### src/rtl/ssd_scan_driver_if.sv
// Display-side bundle for ssd_scan_driver: shadow-load inputs and registered pin outputs.
// master drives value/dp/load and observes the pins; slave is the driver itself.
interface ssd_scan_driver_if #(
   parameter int unsigned DIGITS = 4
);
   logic [4*DIGITS-1:0] value;
   logic [DIGITS-1:0]   dp;
   logic                load;
   logic [6:0]          seg;
   logic                dp_out;
   logic [DIGITS-1:0]   an;

   modport master (
      output value, dp, load,
      input  seg, dp_out, an
   );

   modport slave (
      input  value, dp, load,
      output seg, dp_out, an
   );
endinterface

### src/rtl/ssd_scan_driver.sv
// Time-multiplexed common-anode 7-segment scan driver with an anode-off guard per slot.
// Optional leading-zero blanking is enabled by defining SSD_LZB_EN.
module ssd_scan_driver #(
   parameter int unsigned DIGITS       = 4,
   parameter int unsigned REFRESH_DIV  = 50000,
   parameter int unsigned BLANK_CYCLES = 16
) (
   input logic              clk,
   input logic              rst,
   ssd_scan_driver_if.slave disp
);

   localparam int unsigned PW = (REFRESH_DIV > 2) ? $clog2(REFRESH_DIV) : 1;
   localparam int unsigned IW = (DIGITS > 1) ? $clog2(DIGITS) : 1;

   if (DIGITS < 1 || DIGITS > 8) begin : g_bad_digits
      $error("ssd_scan_driver: DIGITS=%0d outside 1..8", DIGITS);
   end
   if (REFRESH_DIV < 2) begin : g_bad_div
      $error("ssd_scan_driver: REFRESH_DIV=%0d must be >= 2", REFRESH_DIV);
   end
   if (BLANK_CYCLES >= REFRESH_DIV) begin : g_bad_blank
      $error("ssd_scan_driver: BLANK_CYCLES=%0d must be < REFRESH_DIV", BLANK_CYCLES);
   end

   logic [PW-1:0]       r_presc;
   logic [IW-1:0]       r_idx;
   logic [4*DIGITS-1:0] r_value;
   logic [DIGITS-1:0]   r_dp;
   logic [6:0]          r_seg;
   logic                r_dp_out;
   logic [DIGITS-1:0]   r_an;

   logic                w_tick;
   logic [IW-1:0]       w_idx_next;
   logic                w_guard;
   logic [3:0]          w_nib;
   logic                w_dp_sel;
   logic [6:0]          w_seg;
   logic [DIGITS-1:0]   w_an;

   function automatic logic [6:0] f_decode(input logic [3:0] n);
      logic [6:0] s;
      case (n)
         4'h0: s = 7'h3F;
         4'h1: s = 7'h06;
         4'h2: s = 7'h5B;
         4'h3: s = 7'h4F;
         4'h4: s = 7'h66;
         4'h5: s = 7'h6D;
         4'h6: s = 7'h7D;
         4'h7: s = 7'h07;
         4'h8: s = 7'h7F;
         4'h9: s = 7'h6F;
         4'hA: s = 7'h77;
         4'hB: s = 7'h7C;
         4'hC: s = 7'h39;
         4'hD: s = 7'h5E;
         4'hE: s = 7'h79;
         default: s = 7'h71;
      endcase
      return s;
   endfunction

   assign w_tick     = (r_presc == PW'(REFRESH_DIV - 1));
   assign w_idx_next = (r_idx == IW'(DIGITS - 1)) ? '0 : r_idx + 1'b1;

   if (BLANK_CYCLES == 0) begin : g_no_guard
      assign w_guard = 1'b0;
   end else begin : g_guard
      assign w_guard = (r_presc < PW'(BLANK_CYCLES));
   end

   always_comb begin
      w_nib    = '0;
      w_dp_sel = 1'b0;
      for (int unsigned d = 0; d < DIGITS; d++) begin
         if (r_idx == IW'(d)) begin
            w_nib    = r_value[4*d +: 4];
            w_dp_sel = r_dp[d];
         end
      end
   end

`ifdef SSD_LZB_EN
   logic [IW-1:0] w_top;
   logic          w_blank;

   // Highest nonzero nibble; digit 0 is the floor so an all-zero word still shows "0".
   always_comb begin
      w_top = '0;
      for (int unsigned d = 1; d < DIGITS; d++) begin
         if (r_value[4*d +: 4] != 4'h0) w_top = IW'(d);
      end
   end

   assign w_blank = (r_idx > w_top);
   assign w_seg   = w_blank ? 7'h00 : f_decode(w_nib);
`else
   assign w_seg   = f_decode(w_nib);
`endif

   always_comb begin
      w_an = '1;
      if (!w_guard) begin
         for (int unsigned d = 0; d < DIGITS; d++) begin
            if (r_idx == IW'(d)) w_an[d] = 1'b0;
         end
      end
   end

   always_ff @(posedge clk) begin
      if (rst) begin
         r_presc  <= '0;
         r_idx    <= '0;
         r_value  <= '0;
         r_dp     <= '0;
         r_seg    <= '1;
         r_dp_out <= 1'b1;
         r_an     <= '1;
      end else begin
         r_presc <= w_tick ? '0 : r_presc + 1'b1;
         if (w_tick) r_idx <= w_idx_next;
         if (disp.load) begin
            r_value <= disp.value;
            r_dp    <= disp.dp;
         end
         r_seg    <= ~w_seg;
         r_dp_out <= ~w_dp_sel;
         r_an     <= w_an;
      end
   end

   assign disp.seg    = r_seg;
   assign disp.dp_out = r_dp_out;
   assign disp.an     = r_an;

endmodule
### src/flat_wrapper.sv
// flat-port wrapper written by rule: the top's interface ports become plain ports
module ssd_scan_driver_flat 
#(
   parameter int unsigned DIGITS       = 4,
   parameter int unsigned REFRESH_DIV  = 50000,
   parameter int unsigned BLANK_CYCLES = 16
)
  (clk, rst, disp_value, disp_dp, disp_load, disp_seg, disp_dp_out, disp_an);
  ssd_scan_driver_if #(.DIGITS(DIGITS)) disp_i ();
  input logic clk;
  input logic rst;
  input wire logic [$bits(disp_i.value)-1:0] disp_value;
  input wire logic [$bits(disp_i.dp)-1:0] disp_dp;
  input wire logic [$bits(disp_i.load)-1:0] disp_load;
  output wire logic [$bits(disp_i.seg)-1:0] disp_seg;
  output wire logic [$bits(disp_i.dp_out)-1:0] disp_dp_out;
  output wire logic [$bits(disp_i.an)-1:0] disp_an;
  assign disp_i.value = disp_value;
  assign disp_i.dp = disp_dp;
  assign disp_i.load = disp_load;
  assign disp_seg = disp_i.seg;
  assign disp_dp_out = disp_i.dp_out;
  assign disp_an = disp_i.an;
  ssd_scan_driver #(.DIGITS(DIGITS), .REFRESH_DIV(REFRESH_DIV), .BLANK_CYCLES(BLANK_CYCLES)) u_core (.clk(clk), .rst(rst), .disp(disp_i));
endmodule
### config.mk
export PLATFORM = sky130hd
export DESIGN_NAME = ssd_scan_driver_flat
export DESIGN_NICKNAME = d
export VERILOG_FILES = /design/src/rtl/ssd_scan_driver_if.sv /design/src/rtl/ssd_scan_driver.sv /design/src/flat_wrapper.sv
export SDC_FILE = /design/constraint.sdc
export NUM_CORES = 1
export LEC_CHECK = 0
export ABC_CLOCK_PERIOD_IN_PS = 2800
export CORE_MARGIN = 8
export CORE_UTILIZATION = 47
export DETAILED_ROUTE_END_ITERATION = 8
export GPL_TIMING_DRIVEN = 1
export PLACE_DENSITY = 0.71
export SYNTH_ARGS = -nofsm -noshare
export SYNTH_HDL_FRONTEND = slang
export SYNTH_SLANG_ARGS = --single-unit
### constraint.sdc
create_clock -name clk -period 2.8 [get_ports clk]
set_clock_uncertainty 0.15 [all_clocks]
set_input_delay 0.84 -clock clk [delete_from_list [all_inputs] [get_ports clk]]
set_output_delay 0.84 -clock clk [all_outputs]
set_load 0.05 [all_outputs]
**Word-level counts from Yosys, hierarchy flattened**

Memories as Yosys holds them, arrays and structs flattened.
Index checks and enable logic that the tools add are counted.

- Bits in registers: 50
- Bits in read-only memories: 112
- Bits of input ports: 23
- Output and inout bits: 12
- Logic and storage cells: 33
- Memories kept: 1

Memory list:

| name | depth | bits a word | rd ports | clocked after Yosys merged registers in | write ports | line | source |
|---|---|---|---|---|---|---|---|
| (no name shown) | 16 | 7 | 1 | 0 | 0 | ssd_scan_driver.sv:44 | `case (n)` |

- Add/sub/neg operators: 2
- Order comparisons: 1
- Eq/ne operators: 4
- Multiplexer cells: 13
- Bitwise operators: 2
- Reductions and logical operators: 3

Operators by type and width:

| kind | number |
|---|---|
| 16-bit by 1-bit adder with 16-bit output (second input constant) | 1 |
| 16-bit equality test (second input constant) | 1 |
| 16-bit by 5-bit < comparator with 1-bit output (second input constant) | 1 |
| 4-bit two-way mux | 4 |
| 1-bit two-way mux | 8 |
| 7-bit inverter | 1 |
| 2-bit equality test (second input constant) | 2 |
| 2-bit OR reduction | 2 |
| 2-bit by 1-bit adder with 2-bit output (second input constant) | 1 |
| 2-bit by 1-bit equality test with 1-bit output (second input constant) | 1 |
| 2-bit logical NOT | 1 |
| 2-bit two-way mux | 1 |
| 1-bit inverter | 1 |

**Depth between registers and ports, before layout**

An unclocked memory read counts as a cell.

- Word-level depth: 7
- Depth in mapped cells: 10
- Gate-level depth less buffers: 9

**Worst setup path before layout**

No wires, ideal clock.

- Path type: reg-to-reg
- From: register u_core.r_idx[0]
- To: register u_core.r_seg[0] (netlist: u_core.disp.seg[0])
- Setup time: 122 ps
- Arrival: 2145 ps
- Data required time: 2528 ps
- Setup slack: 383 ps
- Cell stages (with the launch flop): 10
- Buffers on the path: 1
- Period minus slack after synthesis: 2417 ps
- Path through: dfxtp_1 ha_1 buf_2 nor2_1 a22o_1 nor2_1 inv_1 ha_1 or4_1 o311a_1

- Longest elaborated chain between the ends: 7
- Elaborated cells on any way between the ends: 10
- Classes of those cells: eq/ne (3); mux (4); bitwise (1); reduce/logical (1); memory (1)

RTL lines:

| what | line | source |
|---|---|---|
| start, declared | ssd_scan_driver.sv:27 | `logic [IW-1:0] r_idx;` |
| start signal, assigned | ssd_scan_driver.sv:123 | `if (w_tick) r_idx <= w_idx_next;` |
| 2-bit logical NOT | ssd_scan_driver.sv:78 | `if (r_idx == IW'(d)) begin` |
| 4-bit two-way mux (3 in series) | ssd_scan_driver.sv:78 |  |
| 4-bit two-way mux (*) | ssd_scan_driver.sv:78 |  |
| memory 16 x 7 bit (*) | - |  |
| 7-bit inverter (*) | ssd_scan_driver.sv:128 | `r_seg <= ~w_seg;` |
| end signal, assigned | ssd_scan_driver.sv:128 |  |
| end, declared | ssd_scan_driver.sv:30 | `logic [6:0] r_seg;` |

Every way passes the cells marked *; elsewhere a longest branch is shown, timed or not.
A chain may end at the register's enable or synchronous reset.

**Final worst setup path**

Same ends and word-level chain as after synthesis.

==> metrics.yaml <==
status:
  status: "finished, final reports clean"
clock_network:
  cts_made_buffers: 5
  postCtsResizedCells: 0
  cts_buffer_depth: 2
  cts.clk_slew.worst_paths_ns: 0.09
  htreeDepth: 2
  postCtsSetupRepairBufs: 0
  root_buffer: "clkbuf_8"
  cts_sinks: 50
  cts_hold_buf: 0
  cts_tree: "built"
  clk_latency_ns: 0.30
synth:
  syn_area_sq_um: 2330
  ys.flop_type: "dfxtp_1"
  synth_top_area_share_pct: 42.9
  synthTopCellsByArea: "dfxtp_1 43%, mux2i_1 10%, nor2_1 6.9%"
  synthArstFlopShare_pct: 0
  yosys_warnings: 0
  synth_fa_ha_area_share_pct: 6.43
  yosysUniqueCellTypes: 43
  synthMuxAreaShare_pct: 11.3
  yosys.area.top_type: "dfxtp_1"
  syn_nets: 286
  synth_seq_area_share_pct: 42.9
  synth_cells: 251
  synth_edf_count: 0
  syn_area_per_cell_sq_um: 9.30
  synth_top_family_by_area: "simple AND/OR/NAND/NOR gates"
  synth_seq_cells: 50
  synth_compound_area_share_pct: 9.71
  yosys.area_share.simple_pct: 21.0
  synth_xor_area_share_pct: 4.88
min_path:
  min_delay_path_depth: 1
  hp-start: "u_core.r_presc[0]"
  hold_class: "register to register"
drt:
  routedWlPerCell_um: 13.1
  drt-total-wl_um: 4600
  viasPerCell: 5.13
  drc: 0
  dr_total_vias: 1805
  postRouteAntennaNets: 0
  first_pass_iters: 5
  drt_iter0_markers: 88
finish:
  final_cell_mix: "50 x dfxtp_1, 43 x nor2_1, 34 x clkdlybuf4s50_1"
  drive_gt1_share_pct: 7.02
  mostFrequentLayoutCell: "dfxtp_1"
  synthToLayoutAreaGrowth_pct: 21.1
  nets: 319
  num_antenna_cells: 0
pwr:
  peakVddDrop_uv: 316
  p_total_mw: 1.38
  power.density_nw_per_um2: 488
  p_leak_nw: 1.10
floorplanning:
  dieArea_sq_um: 7480
  core_area_sq_um: 4750
  num_io_pins: 35
  die_x_um: 86.5
  start_util_pct: 49.1
  die_h_um: 86.5
  rows: 25
job:
  cap_viol_max_count: 0
sta:
  min_period_ns: 2.56
  tightest_slew_ns: 0.649
  fin_crit_sh_pct: 91.6
  setup_violations: 0
  drv_slew: 0
  clock.fmax_ghz: 0.390
  rsz0062_at_grt: "false"
  slew_headroom_pct: 56.6
  setup_tns_ns: 0
  final-hold-violation-count: 0
placed_design:
  hpwl_um: 3490
  port_buffers: 34
  gp_congestion: 0.880
global_routing:
  grt_pass1_wl_um: 7870
  grt_overflow: 0
  grtUsageTotal_pct: 13.0
  antenna_found_initial: 0
  grt_pass1_vias: 1729
  grt_max_degree: 21
critical_path:
  r2r_cells: 8
  r2r-start: "u_core.r_idx[0]"
  required_ns: 2.84
  start_kind: "register"
  path_max_fanout: 10
  setup.worst_path.end: "u_core.disp.seg[0]"
  regToRegEndpoint: "u_core.disp.seg[0]"
  crit_arrival_ns: 2.61
  reg2reg_slack_ns: 0.24
  critPathCaptureType: "register"
  startpoint: "u_core.r_idx[0]"
  criticalPathCategory: "register to register"
kinds of logic (layout without fill, tap and decap cells):
logic type                 Yosys count  after routing
and+or+nand+nor                     99             99
adders and majority gates           12             12
xor gates and xnor gates            13             13
buffers and inverters               21             55
DFF                                 50             50
AOI/OAI and AO/OA                   30             30
muxes                               26             26
cell type report:
type / instances / area (sq um)
Clock buffer: 6 / 82.6
Inverter: 9 / 33.8
Tap cell: 67 / 83.8
Multi-Input combinational cell: 180 / 1240
Timing Repair Buffer: 38 / 370
Clock inverter: 2 / 12.5
Fill cell: 438 / 1930
Sequential cell: 50 / 1000
routing by layer:
layer	track usage, %	part of all wire [%]	vias up
met5	0	0	-
met3	3.78	4.7	6
met4	6.26	1.6	0
met1	15.9	48	817
li1	-	-	944
met2	20.4	45	38
critical path, stage by stage (launching register included):
cell and delay, ns:
dfxtp_1 0.40, ha_1 0.37, nor2_1 0.08, a22o_1 0.22, nor2_1 0.22, inv_1 0.14, ha_1 0.22, or4_1 0.52
o311a_1 0.14
how the worst min path moves through the flow:
stage	end	slack [ns]
after floorplan	u_core.r_presc[0]	0.27
after global placement	u_core.r_presc[0]	0.28
after detailed placement	u_core.r_presc[0]	0.30
after CTS	u_core.r_presc[0]	0.31
after global routing	u_core.r_presc[0]	0.36
final	u_core.r_presc[0]	0.30
synth_stat cells, types with 3 or more instances:
master and instances:
dfxtp_1 50, nor2_1 43, mux2i_1 24, nand2_1 15
ha_1 12, inv_1 9, xnor2_1 9, nand3_1 8
clkbuf_1 6, nand4_1 6, nor4_1 6, o21ai_0 5
a21oi_1 4, nor2b_1 4, xor2_1 4, a211oi_1 3
a31oi_1 3, buf_2 3, nand3b_1 3, nor3b_1 3
flip-flops by register name, summed over array words and instances (netlist names):
register	cells
u_core.disp.an	4
u_core.disp.dp_out	1
u_core.disp.seg	7
u_core.r_dp	4
u_core.r_idx	2
u_core.r_presc	16
u_core.r_value	16
stage by stage:
step | instance area [sq um] | utilization, % | hold slack, ns | std cells | setup slack [ns]
finish | 2830 | 59.4 | 0.301 | 352 | 0.235
detailed placement | 2730 | 57.4 | 0.298 | 344 | 0.257
floorplan | 2330 | - | 0.267 | 251 | 0.383
global placement | 2730 | 57.4 | 0.284 | 344 | 0.361
global route | 2830 | 59.4 | 0.355 | 352 | 0.0353
CTS | 2830 | 59.4 | 0.311 | 352 | 0.233
power by group:
group | total (mW) | internal, mW | switching [mW]
logic | 0.193 | 0.0906 | 0.103
registers | 0.758 | 0.742 | 0.0160
clock network | 0.427 | 0.199 | 0.228
total | 1.38 | 1.03 | 0.347
Power figures use the tool's default switching activity.
